## src/rtl/nibble_pkg.sv

```systemverilog
// rtl/nibble_pkg.sv - shared constants and state encoding for the nibble stimulus generator
package nibble_pkg;

  localparam int NIBBLE_W = 5;

  // Default LFSR start value and Galois tap mask (x^5+x^3+1, right-shifting form)
  localparam logic [NIBBLE_W-1:0] LFSR_SEED_DEF = 5'h15;
  localparam logic [NIBBLE_W-1:0] LFSR_TAPS_DEF = 5'h14;

  typedef enum logic [2:0] {
    S_IDLE   = 3'd0,
    S_WALK   = 3'd1,
    S_RANDOM = 3'd2,
    S_FLUSH  = 3'd3,
    S_DONE   = 3'd4
  } stim_state_e;

endpackage

```

## src/rtl/nibble_lfsr.sv

```systemverilog
// rtl/nibble_lfsr.sv - Galois right-shift LFSR; q is the word to issue next
module nibble_lfsr
  import nibble_pkg::*;
#(
  parameter int               WIDTH = NIBBLE_W,
  parameter logic [WIDTH-1:0] TAPS  = LFSR_TAPS_DEF,
  parameter logic [WIDTH-1:0] SEED  = LFSR_SEED_DEF
) (
  input  logic             clk,
  input  logic             rst_n,
  input  logic             load,
  input  logic             step,
  output logic [WIDTH-1:0] q
);

  // An all-zero state would lock the register, so a zero seed becomes 1
  localparam logic [WIDTH-1:0] SEED_EFF = (SEED == '0) ? WIDTH'(1) : SEED;

  // Reload on reset or load, otherwise advance one state per step
  always_ff @(posedge clk or negedge rst_n) begin
    if (!rst_n) begin
      q <= SEED_EFF;
    end else if (load) begin
      q <= SEED_EFF;
    end else if (step) begin
      q <= q[0] ? ((q >> 1) ^ TAPS) : (q >> 1);
    end
  end

endmodule

```

## src/rtl/nibble_stim_gen.sv

```systemverilog
// rtl/nibble_stim_gen.sv - walk/LFSR/flush stimulus generator with mismatch tally; NIBBLE_STIM_STALL_EN adds RANDOM bubbles
module nibble_stim_gen
  import nibble_pkg::*;
#(
  parameter int               WIDTH        = NIBBLE_W,
  parameter int               NUM_RANDOM   = 32,
  parameter logic [WIDTH-1:0] LFSR_SEED    = LFSR_SEED_DEF,
  parameter logic [WIDTH-1:0] LFSR_TAPS    = LFSR_TAPS_DEF,
  parameter int               FLUSH_CYCLES = 4,
  parameter int               ERR_W        = 8
) (
  input  logic             CLK,
  input  logic             RESET_L,
  input  logic             START,
  input  logic             CHECK_OK,
  output logic [WIDTH-1:0] DATA_IN,
  output logic             VALID_IN,
  output logic             BUSY,
  output logic             DONE,
  output logic             PASS,
  output logic [ERR_W-1:0] ERR_COUNT
);

  localparam int               IDX_W      = 8;
  localparam logic [IDX_W-1:0] WALK_LAST  = IDX_W'(WIDTH - 1);
  localparam logic [IDX_W-1:0] RAND_LAST  = IDX_W'(NUM_RANDOM - 1);
  localparam logic [IDX_W-1:0] FLUSH_LAST = IDX_W'(FLUSH_CYCLES - 1);
  localparam logic [WIDTH-1:0] ONE        = WIDTH'(1);
  localparam logic [ERR_W-1:0] ERR_MAX    = '1;

  stim_state_e      state_q;
  logic [IDX_W-1:0] idx_q;
  logic [WIDTH-1:0] data_q;
  logic             valid_q;
  logic             busy_q;
  logic             done_q;
  logic             pass_q;
  logic [ERR_W-1:0] err_q;
  logic [ERR_W-1:0] err_d;
  logic [WIDTH-1:0] lfsr_word;
  logic             lfsr_step;
  logic             bubble_next;

`ifdef NIBBLE_STIM_STALL_EN
  logic [1:0]       ph_q;
`endif

  nibble_lfsr #(
    .WIDTH (WIDTH),
    .TAPS  (LFSR_TAPS),
    .SEED  (LFSR_SEED)
  ) u_lfsr (
    .clk   (CLK),
    .rst_n (RESET_L),
    .load  (1'b0),
    .step  (lfsr_step),
    .q     (lfsr_word)
  );

  // Saturating mismatch tally; only cycles that show BUSY are counted
  always_comb begin
    err_d = err_q;
    if (busy_q && !CHECK_OK && (err_q != ERR_MAX)) begin
      err_d = err_q + 1'b1;
    end
  end

  // Decide whether the next displayed cycle consumes an LFSR word
  always_comb begin
    bubble_next = 1'b0;
`ifdef NIBBLE_STIM_STALL_EN
    bubble_next = (ph_q == 2'd2);
`endif
    lfsr_step = 1'b0;
    case (state_q)
      S_WALK:   lfsr_step = (idx_q == WALK_LAST);
      S_RANDOM: lfsr_step = (idx_q != RAND_LAST) && !bubble_next;
      default:  lfsr_step = 1'b0;
    endcase
  end

  // Sequencer: state, counters and all outputs register together so each
  // state's outputs appear on the cycle after its entry edge
  always_ff @(posedge CLK or negedge RESET_L) begin
    if (!RESET_L) begin
      state_q <= S_IDLE;
      idx_q   <= '0;
      data_q  <= '0;
      valid_q <= 1'b0;
      busy_q  <= 1'b0;
      done_q  <= 1'b0;
      pass_q  <= 1'b0;
      err_q   <= '0;
`ifdef NIBBLE_STIM_STALL_EN
      ph_q    <= '0;
`endif
    end else begin
      err_q <= err_d;
      case (state_q)
        S_IDLE, S_DONE: begin
          if (START) begin
            state_q <= S_WALK;
            idx_q   <= '0;
            data_q  <= ONE;
            valid_q <= 1'b1;
            busy_q  <= 1'b1;
            done_q  <= 1'b0;
            pass_q  <= 1'b0;
            err_q   <= '0;
          end
        end
        S_WALK: begin
          if (idx_q == WALK_LAST) begin
            state_q <= S_RANDOM;
            idx_q   <= '0;
            data_q  <= lfsr_word;
            valid_q <= 1'b1;
`ifdef NIBBLE_STIM_STALL_EN
            ph_q    <= '0;
`endif
          end else begin
            idx_q  <= idx_q + 1'b1;
            data_q <= ONE << (idx_q + 1'b1);
          end
        end
        S_RANDOM: begin
          // idx_q is the index of the last word issued; a bubble never follows the final word
          if (idx_q == RAND_LAST) begin
            state_q <= S_FLUSH;
            idx_q   <= '0;
            data_q  <= '0;
            valid_q <= 1'b0;
          end else if (bubble_next) begin
            data_q  <= '0;
            valid_q <= 1'b0;
          end else begin
            idx_q   <= idx_q + 1'b1;
            data_q  <= lfsr_word;
            valid_q <= 1'b1;
          end
`ifdef NIBBLE_STIM_STALL_EN
          ph_q <= ph_q + 2'd1;
`endif
        end
        S_FLUSH: begin
          if (idx_q == FLUSH_LAST) begin
            state_q <= S_DONE;
            busy_q  <= 1'b0;
            done_q  <= 1'b1;
            pass_q  <= (err_d == '0);
          end else begin
            idx_q <= idx_q + 1'b1;
          end
        end
        default: begin
          state_q <= S_IDLE;
        end
      endcase
    end
  end

  assign DATA_IN   = data_q;
  assign VALID_IN  = valid_q;
  assign BUSY      = busy_q;
  assign DONE      = done_q;
  assign PASS      = pass_q;
  assign ERR_COUNT = err_q;

endmodule

```

## config.mk

```make
export PLATFORM = sky130hd
export DESIGN_NAME = nibble_stim_gen
export DESIGN_NICKNAME = d
export VERILOG_FILES = /design/src/rtl/nibble_pkg.sv /design/src/rtl/nibble_lfsr.sv /design/src/rtl/nibble_stim_gen.sv
export SDC_FILE = /design/constraint.sdc
export NUM_CORES = 1
export LEC_CHECK = 0
export ABC_AREA = 1
export BUFFER_PORTS_ARGS = -buffer_cell sky130_fd_sc_hd__buf_4
export CAP_MARGIN = 40
export CORE_ASPECT_RATIO = 0.8
export CORE_MARGIN = 4
export CORE_UTILIZATION = 52
export CTS_CLUSTER_DIAMETER = 50
export DETAILED_ROUTE_END_ITERATION = 8
export PLACE_DENSITY_LB_ADDON = 0.1
export SKIP_CTS_REPAIR_TIMING = 1
export SLEW_MARGIN = 10
export SYNTH_ARGS = -nofsm -noshare
export SYNTH_HDL_FRONTEND = slang
export SYNTH_SLANG_ARGS = --single-unit
```

## constraint.sdc

```tcl
create_clock -name CLK -period 1.7 [get_ports CLK]
set_input_delay 0.255 -clock CLK [delete_from_list [all_inputs] [get_ports CLK]]
set_output_delay 0.255 -clock CLK [all_outputs]
set_load 0.02 [all_outputs]
```

==> results.yml, run 1 <==
yosys:
  syn-instance-count: 262
  yosysSeqAreaShare_pct: 43.8
  yosysTopAreaCell: "dfrtp_1"
  synth_seq_cells: 33
  synth_flop_cell: "dfrtp_1"
  ys_top_cells_by_area: "dfrtp_1, nand2_1, inv_1, nor2_1, nand3_1"
  syn_area_um2: 1890
  async_flop_share_pct: 100
  synth_edf_count: 0
  syn_area_per_cell_um2: 7.23
  ys_warn_count: 0
  synth.net_count: 269
  yosys-top-cells-count: "nand2_1, inv_1, nor2_1"
  synthDistinctLibCells: 23
  synth.most_common_cell: "nand2_1"
  synth_top_area_share_pct: 39.7
detailed_routing:
  wirelength_um: 4790
  antenna_left: 0
  wire_per_inst_um: 13.6
  vias: 1831
  viasPerCell: 5.22
  dr.first_iter.drc_count: 148
  first_pass_iters: 4
  drc_errors: 0
cts:
  clockRootBuffer: "clkbuf_8"
  cts_tree: "built"
  h-tree-depth: 2
  cts_max_path_buffers: 2
  numCtsBuffers: 5
  cts.sink_count: 33
  clk_latency_ns: 0.28
  clkSlewWorstSetupHoldPaths_ns: 0.08
timing:
  relSlewSlack_pct: 71.5
  clock_skew_ns: 0.00690
  fin_tns_setup_ns: 0
  fmax_mhz: 602
  fin_crit_sh_pct: 97.6
  layout_min_cycle_time_ns: 1.66
  finalSetupViolations: 0
  rsz0062_at_grt: "true"
  slew_violations: 0
  worst_slack_ns: 0.0401
  worst_slew_pin_slew_ns: 0.427
  hold_viol: 0
floorplan:
  initial_core_util_pct: 54.5
  design.core.area_um2: 3470
  die_h_um: 62.0
  pin_count: 21
  fp.dieW_um: 75.5
  die_area_um2: 4680
  rows: 19
critical_path:
  crit_fanout: 6
  crit_type: "reg2reg"
  cp-start-kind: "flop"
  crit_slowest_cell: "dfrtp_1"
  path_cells: "ha_4 -> nand3_4 -> nor2_1 -> nand4_1 -> nand2_2 -> nand2_4 -> buf_4 -> nand2_1 -> nand3_1"
  critPathMaxStageDelay_ns: 0.44
  end_kind: "flop"
  critical_path_required_ns: 1.87
  cp.arrival_ns: 1.83
  crit_family: "simple AND/OR/NAND/NOR gates"
  critPathBufInv: 1
grt:
  grt_use_total_pct: 20.7
  antenna_found_initial: 0
  overflow: 0
  grt_pass1_vias: 1549
  grt_max_degree: 34
  grt_pass1_wl_um: 7220
placement:
  dp_slack_ns: 0.0126
  dp.cells: 333
  dp_hpwl_um: 3240
  portBuffers: 20
  gp_congestion: 0.874
layout:
  postLayoutCoreUtil_pct: 71.9
  layout-drive-gt1-share_pct: 28.8
  area_growth_pct: 31.8
  n_antenna_cell: 0
  layout.cells.non_filler: 351
  final_net_count: 315
power:
  peakVddDrop_v: 0.000987
  p_leak_uw: 0.00128
  pwr_density_cell_nw_per_um2: 1760
run_status:
  status: "finished, final reports clean"
min_path:
  hp-class: "in2reg"
flow_run:
  cap_violations: 0
[routing by layer]
metal	global-route usage (%)	vias up	part of all wire, %
li1	-	915	-
met1	30.3	843	46
met2	30.1	65	45
met3	5.79	8	7.8
met4	5.74	0	1.6
met5	0	-	0
[cells in the final DEF, fill, tap and decap left out, types with 4 or more instances in the layout]
master / instances
nand2_1: 74
nor2_1: 26
nand4_1: 4
buf_4: 34
nand2_2: 6
nor2_2: 10
dfrtp_1: 27
inv_1: 35
o21ai_0: 13
nand3_1: 22
a21oi_1: 5
clkbuf_8: 5
inv_2: 5
[final cells by class]
type	instances	area, um^2
Timing Repair Buffer	38	317
Sequential cell	33	833
Multi-Input combinational cell	190	1030
Clock inverter	3	46.3
Tap cell	42	52.6
Inverter	40	150
Fill cell	277	976
Clock buffer	5	68.8
[final timing paths]
path | cells after the start | from | slack, ns | to
max | 9 | idx_q[1]$_DFFE_PN0P_ | 0.04 | DATA_IN[1]$_DFFE_PN0P_
min | 4 | CHECK_OK | 0.32 | ERR_COUNT[0]$_DFF_PN0_
max reg2reg | 9 | idx_q[1]$_DFFE_PN0P_ | 0.04 | DATA_IN[1]$_DFFE_PN0P_
min reg2reg | 2 | DONE$_DFFE_PN0P_ | 0.47 | DONE$_DFFE_PN0P_
max in group asynchronous | 2 | RESET_L | 0.92 | u_lfsr.q[0]$_DFFE_PN1P_
min in group asynchronous | 2 | RESET_L | 0.45 | idx_q[5]$_DFFE_PN0P_
[state kept, by name, summed over array words and instances (netlist names)]
| register | flops |
|---|---|
| state_q | 3 |
| VALID_IN | 1 |
| DONE | 1 |
| DATA_IN | 5 |
| PASS | 1 |
| BUSY | 1 |
| ERR_COUNT | 8 |
| idx_q | 8 |
| u_lfsr.q | 5 |
[per-stage QoR]
stage,hold slack [ns],power [uW],cell area (um^2)
after global placement,0.225,3170,2160
after detailed placement,0.225,3210,2160
after global routing,0.354,4730,2490
after CTS,-0.0854,3980,2280
final,0.315,4380,2490
after floorplan,-0.0406,2510,1890
[cells by family after synthesis]
| group | after synthesis | share of synthesized area, % |
|---|---|---|
| AOI/OAI and AO/OA | 23 | 6.08 |
| xor gates and xnor gates | 5 | 2.31 |
| and+or+nand+nor | 158 | 37.9 |
| adders and majority gates | 3 | 1.98 |
| buffers and inverters | 40 | 7.93 |
| DFF | 33 | 43.8 |
[worst register-to-register path: stages, from the launching register on]
cell	delay [ns]
dfrtp_1	0.44
ha_4	0.20
nand3_4	0.08
nor2_1	0.09
nand4_1	0.14
nand2_2	0.20
nand2_4	0.10
buf_4	0.14
nand2_1	0.07
nand3_1	0.09
[report_power, final]
group	internal [uW]	switching, uW
Sequential	1010	230
Clock	439	311
Combinational	929	1460
Total	2380	2000
Power figures use the tool's default switching activity.
==> inputs of run 2 (changes only) <==
Settings changed: CELL_PAD_IN_SITES_DETAIL_PLACEMENT set to 0, CELL_PAD_IN_SITES_GLOBAL_PLACEMENT set to 1, CORE_UTILIZATION 52 to 42.
==> run 2 against run 1 <==
  * Via count decreased by 3.6%
  * Sequential share of layout area up 1.2 points
  * Clock power shrank 19%
  * Global-route usage down 2.3 points
  * Combinational power decreased by 5%
  * Power fell by 6.4%
  * Die area up 21%
  * Non-clock buffer count is 4 higher
  * Sequential power barely moved
  * Critical endpoint is now DATA_IN[4]$_DFFE_PN0P_
==> results.yml, run 2 (synthesis results as in run 1) <==
cts:
  cts_tree: "built"
  h-tree-depth: 2
  cts.sink_count: 33
  clkSlewWorstSetupHoldPaths_ns: 0.07
  clk_latency_ns: 0.28
  clockRootBuffer: "clkbuf_8"
  numCtsBuffers: 5
  cts_max_path_buffers: 2
detailed_routing:
  dr.first_iter.drc_count: 140
  viasPerCell: 4.78
  wirelength_um: 4680
  vias: 1765
  drc_errors: 0
  first_pass_iters: 5
  wire_per_inst_um: 12.7
  antenna_left: 0
power:
  peakVddDrop_v: 0.000662
  pwr_density_cell_nw_per_um2: 1710
  p_leak_uw: 0.00126
min_path:
  hp-class: "in2reg"
  min_to: "state_q[2]$_DFFE_PN0P_"
  whs_path_depth: 4
  hold_start: "START"
flow_run:
  cap_violations: 0
placement:
  postPlaceCellArea_um2: 2230
  gp_congestion: 0.831
  dp_hpwl_um: 3630
  dp_slack_ns: 0.0337
  portBuffers: 20
timing:
  hold_viol: 0
  worst_slack_ns: 0.0802
  slew_violations: 0
  fin_crit_sh_pct: 95.3
  clock_skew_ns: 0.00763
  layout_min_cycle_time_ns: 1.62
  fmax_mhz: 617
  finalSetupViolations: 0
  rsz0062_at_grt: "true"
  relSlewSlack_pct: 71.6
  worst_slew_pin_slew_ns: 0.427
floorplan:
  pin_count: 21
  die_area_um2: 5650
  initial_core_util_pct: 44.5
  design.core.area_um2: 4260
  die_h_um: 68.1
  fp.dieW_um: 83.1
  rows: 21
layout:
  n_antenna_cell: 0
  final_cell_mix: "nand2_1, buf_4, inv_1, dfrtp_1, nor2_1"
  layout-drive-gt1-share_pct: 23.7
  final_common_cell: "nand2_1"
  final_net_count: 318
  fill_cells: 422
  design_area_um2: 2390
  area_growth_pct: 26.5
critical_path:
  cp.arrival_ns: 1.84
  crit_fanout: 4
  r2r_start: "idx_q[0]$_DFFE_PN0P_"
  rr_worst_depth: 8
  cp-start-kind: "flop"
  setup.worst_path.start: "idx_q[0]$_DFFE_PN0P_"
  ff2ff_setup_slack_ns: 0.08
  critical_path_required_ns: 1.92
  crit_type: "reg2reg"
  rr_endpoint: "DATA_IN[4]$_DFFE_PN0P_"
  end_kind: "flop"
grt:
  grt_use_total_pct: 18.4
  antenna_found_initial: 0
  grt_pass1_vias: 1601
  overflow: 0
  grt_max_degree: 34
  grt_pass1_wl_um: 8090
run_status:
  status: "finished, final reports clean"
-- run 2: final cells by class --
cell class,instances,area (um^2),area share [%]
Timing Repair Buffer,42,318,13.3
Tap cell,57,71.3,2.98
Multi-Input combinational cell,189,936,39.1
Sequential cell,33,830,34.6
Inverter,40,150,6.27
Clock buffer,8,90.1,3.76
-- run 2: worst max path at each step --
| stage | end | slack (ns) | cells past startpoint |
|---|---|---|---|
| floorplan | PASS$_DFFE_PN0P_ | 0.15 | 10 |
| global placement | state_q[2]$_DFFE_PN0P_ | 0.06 | 8 |
| detailed placement | state_q[2]$_DFFE_PN0P_ | 0.03 | 8 |
| CTS | state_q[2]$_DFFE_PN0P_ | 0.02 | 8 |
| global route | DATA_IN[4]$_DFFE_PN0P_ | -0.02 | 7 |
| finish | DATA_IN[4]$_DFFE_PN0P_ | 0.08 | 8 |
-- run 2: through the flow --
step                      utilization, %  power (uW)  TNS (ns)  std cells  hold WS, ns
after floorplan                        -        2510         0        262      -0.0406
after global placement              52.5        3360         0        355        0.225
after detailed placement            52.5        3350         0        355        0.233
after CTS                           54.6        3970         0        363      -0.0792
after global routing                56.3        4480   -0.0641        369        0.427
final                               56.3        4100         0        369        0.369
-- run 2: worst max-delay path, cell delays in order, from the launching register on --
cell	delay, ns
dfrtp_1	0.39
ha_2	0.22
nand3_2	0.08
buf_4	0.15
xor2_1	0.14
nor2_1	0.21
and2_4	0.20
nand3_1	0.09
nand3_1	0.08
-- run 2: metal layers --
layer	wire length (um)	global-route usage (%)	up-vias
met5	0	0	-
met4	33	5.51	0
met3	243	4.93	4
met2	1790	23.5	41
met1	2610	29.1	805
li1	-	-	915
-- run 2: power by group --
| group | total [uW] | internal [uW] | switching, uW |
|---|---|---|---|
| registers | 1220 | 1010 | 209 |
| clock network | 606 | 330 | 276 |
| logic | 2280 | 899 | 1380 |
==> inputs of run 3 (changes only) <==
Settings changed: CORE_ASPECT_RATIO 0.8 to 0.7.
==> run 3 against run 2 <==
  * Sequential power is essentially flat
  * Core utilization shrank 0.86 points
  * Sequential cell count unchanged
  * Critical endpoint is now DATA_IN[0]$_DFFE_PN0P_
  * Global-route usage shrank 0.65 points
==> results.yml, run 3 (synthesis results as in run 1) <==
floorplan:
  design.core.area_um2: 4350
  pin_count: 21
  die_area_um2: 5660
  initial_core_util_pct: 43.5
  die_h_um: 64.2
  rows: 20
  fp.dieW_um: 88.2
detailed_routing:
  vias: 1722
  viasPerCell: 4.74
  antenna_left: 0
  wirelength_um: 4510
  wire_per_inst_um: 12.4
  first_pass_iters: 4
  drc_errors: 0
  dr.first_iter.drc_count: 119
timing:
  worst_slew_pin_slew_ns: 0.427
  finalSetupViolations: 0
  fin_crit_sh_pct: 96.6
  fmax_mhz: 609
  hold_viol: 0
  layout_min_cycle_time_ns: 1.64
  relSlewSlack_pct: 71.5
  whs_ns: 0.387
  rsz0062_at_grt: "true"
  slew_violations: 0
  fin_tns_setup_ns: 0
  clock_skew_ns: 0.00781
run_status:
  status: "finished, final reports clean"
layout:
  layout.cells.non_filler: 363
  area_growth_pct: 27.4
  final_cell_mix: "nand2_1, buf_4, inv_1, dfrtp_1, nor2_1"
  layout-drive-gt1-share_pct: 26.3
  final_net_count: 314
  final_common_cell: "nand2_1"
  fill_cells: 443
  n_antenna_cell: 0
critical_path:
  crit_fanout: 6
  cp-start-kind: "flop"
  ff2ff_setup_slack_ns: 0.06
  cp.arrival_ns: 1.86
  crit_type: "reg2reg"
  critPathMaxStageDelay_ns: 0.50
  r2r_start: "idx_q[2]$_DFFE_PN0P_"
  path_cells: "nand3_1 -> o21ai_1 -> nand2_1 -> nor2_2 -> nand3_1 -> nor2_1 -> nor2_2 -> nor2_1"
  end_kind: "flop"
  rr_worst_depth: 8
  rr_endpoint: "DATA_IN[0]$_DFFE_PN0P_"
  crit_slowest_cell: "dfrtp_1"
  critical_path_required_ns: 1.91
grt:
  grt_use_total_pct: 17.7
  antenna_found_initial: 0
  grt_max_degree: 34
  grt_pass1_vias: 1618
  grt_pass1_wl_um: 7730
  overflow: 0
power:
  p_leak_uw: 0.00126
  finalPower_uw: 4010
  peakVddDrop_v: 0.000786
  pwr_density_cell_nw_per_um2: 1660
placement:
  dp.cells: 350
  gp_congestion: 0.850
  portBuffers: 20
  dp_hpwl_um: 3420
cts:
  numCtsBuffers: 5
  clockRootBuffer: "clkbuf_8"
  cts_tree: "built"
  cts.sink_count: 33
  clkSlewWorstSetupHoldPaths_ns: 0.07
  h-tree-depth: 2
  clk_latency_ns: 0.28
  cts_max_path_buffers: 2
min_path:
  hp-class: "in2reg"
  whs_path_depth: 4
  hold_start: "START"
  min_to: "state_q[2]$_DFFE_PN0P_"
flow_run:
  cap_violations: 0
==> run 3: per-layer routing <==
layer	vias up	track usage [%]	wire (um)
li1	917	-	-
met1	762	28.4	2530
met2	38	22.5	1680
met3	5	4.51	253
met4	0	5.66	46
met5	-	0	0
==> run 3: through the flow <==
step / worst slack, ns / instance area (um^2) / utilization (%)
floorplan: 0.152 / 1890 / -
global placement: 0.0398 / 2210 / 50.7
detailed placement: 0.00264 / 2210 / 50.7
CTS: 0.00955 / 2290 / 52.6
global route: -0.0568 / 2410 / 55.4
finish: 0.0576 / 2410 / 55.4
==> run 3: area by class of cell <==
cell class	count	area [um^2]	area share [%]
tap	55	68.8	2.85
clock buffer	6	72.6	3.01
sequential	33	830	34.4
inverter	40	153	6.33
clock inverter	2	10.0	0.415
multi-input combinational	190	998	41.4
timing repair buffer	37	280	11.6
==> run 3: worst max-delay path: cells and delay by family (launching register included) <==
| family | cells | cell delay (ns) |
|---|---|---|
| AO/OA/AOI/OAI | 1 | 0.19 |
| flip-flops | 1 | 0.50 |
| AND/OR/NAND/NOR | 7 | 0.87 |
==> run 3: worst max-delay path by stage <==
| stage | start | endpoint | slack, ns | cells after the start |
|---|---|---|---|---|
| 2_1_floorplan | ERR_COUNT[0]$_DFF_PN0_ | PASS$_DFFE_PN0P_ | 0.15 | 10 |
| 3_3_place_gp | idx_q[0]$_DFFE_PN0P_ | DATA_IN[0]$_DFFE_PN0P_ | 0.04 | 10 |
| 3_5_place_dp | idx_q[0]$_DFFE_PN0P_ | idx_q[5]$_DFFE_PN0P_ | 0.003 | 8 |
| 4_1_cts | idx_q[0]$_DFFE_PN0P_ | idx_q[5]$_DFFE_PN0P_ | 0.01 | 8 |
| 5_1_grt | state_q[0]$_DFFE_PN0P_ | idx_q[5]$_DFFE_PN0P_ | -0.06 | 6 |
| 6_report | idx_q[2]$_DFFE_PN0P_ | DATA_IN[0]$_DFFE_PN0P_ | 0.06 | 8 |
==> run 3: report_power, final <==
| group | leakage, uW | total (uW) | switching [uW] | internal [uW] |
|---|---|---|---|---|
| Clock | 0.0000450 | 567 | 284 | 283 |
| Sequential | 0.000417 | 1240 | 231 | 1010 |
| Combinational | 0.000796 | 2210 | 1370 | 833 |
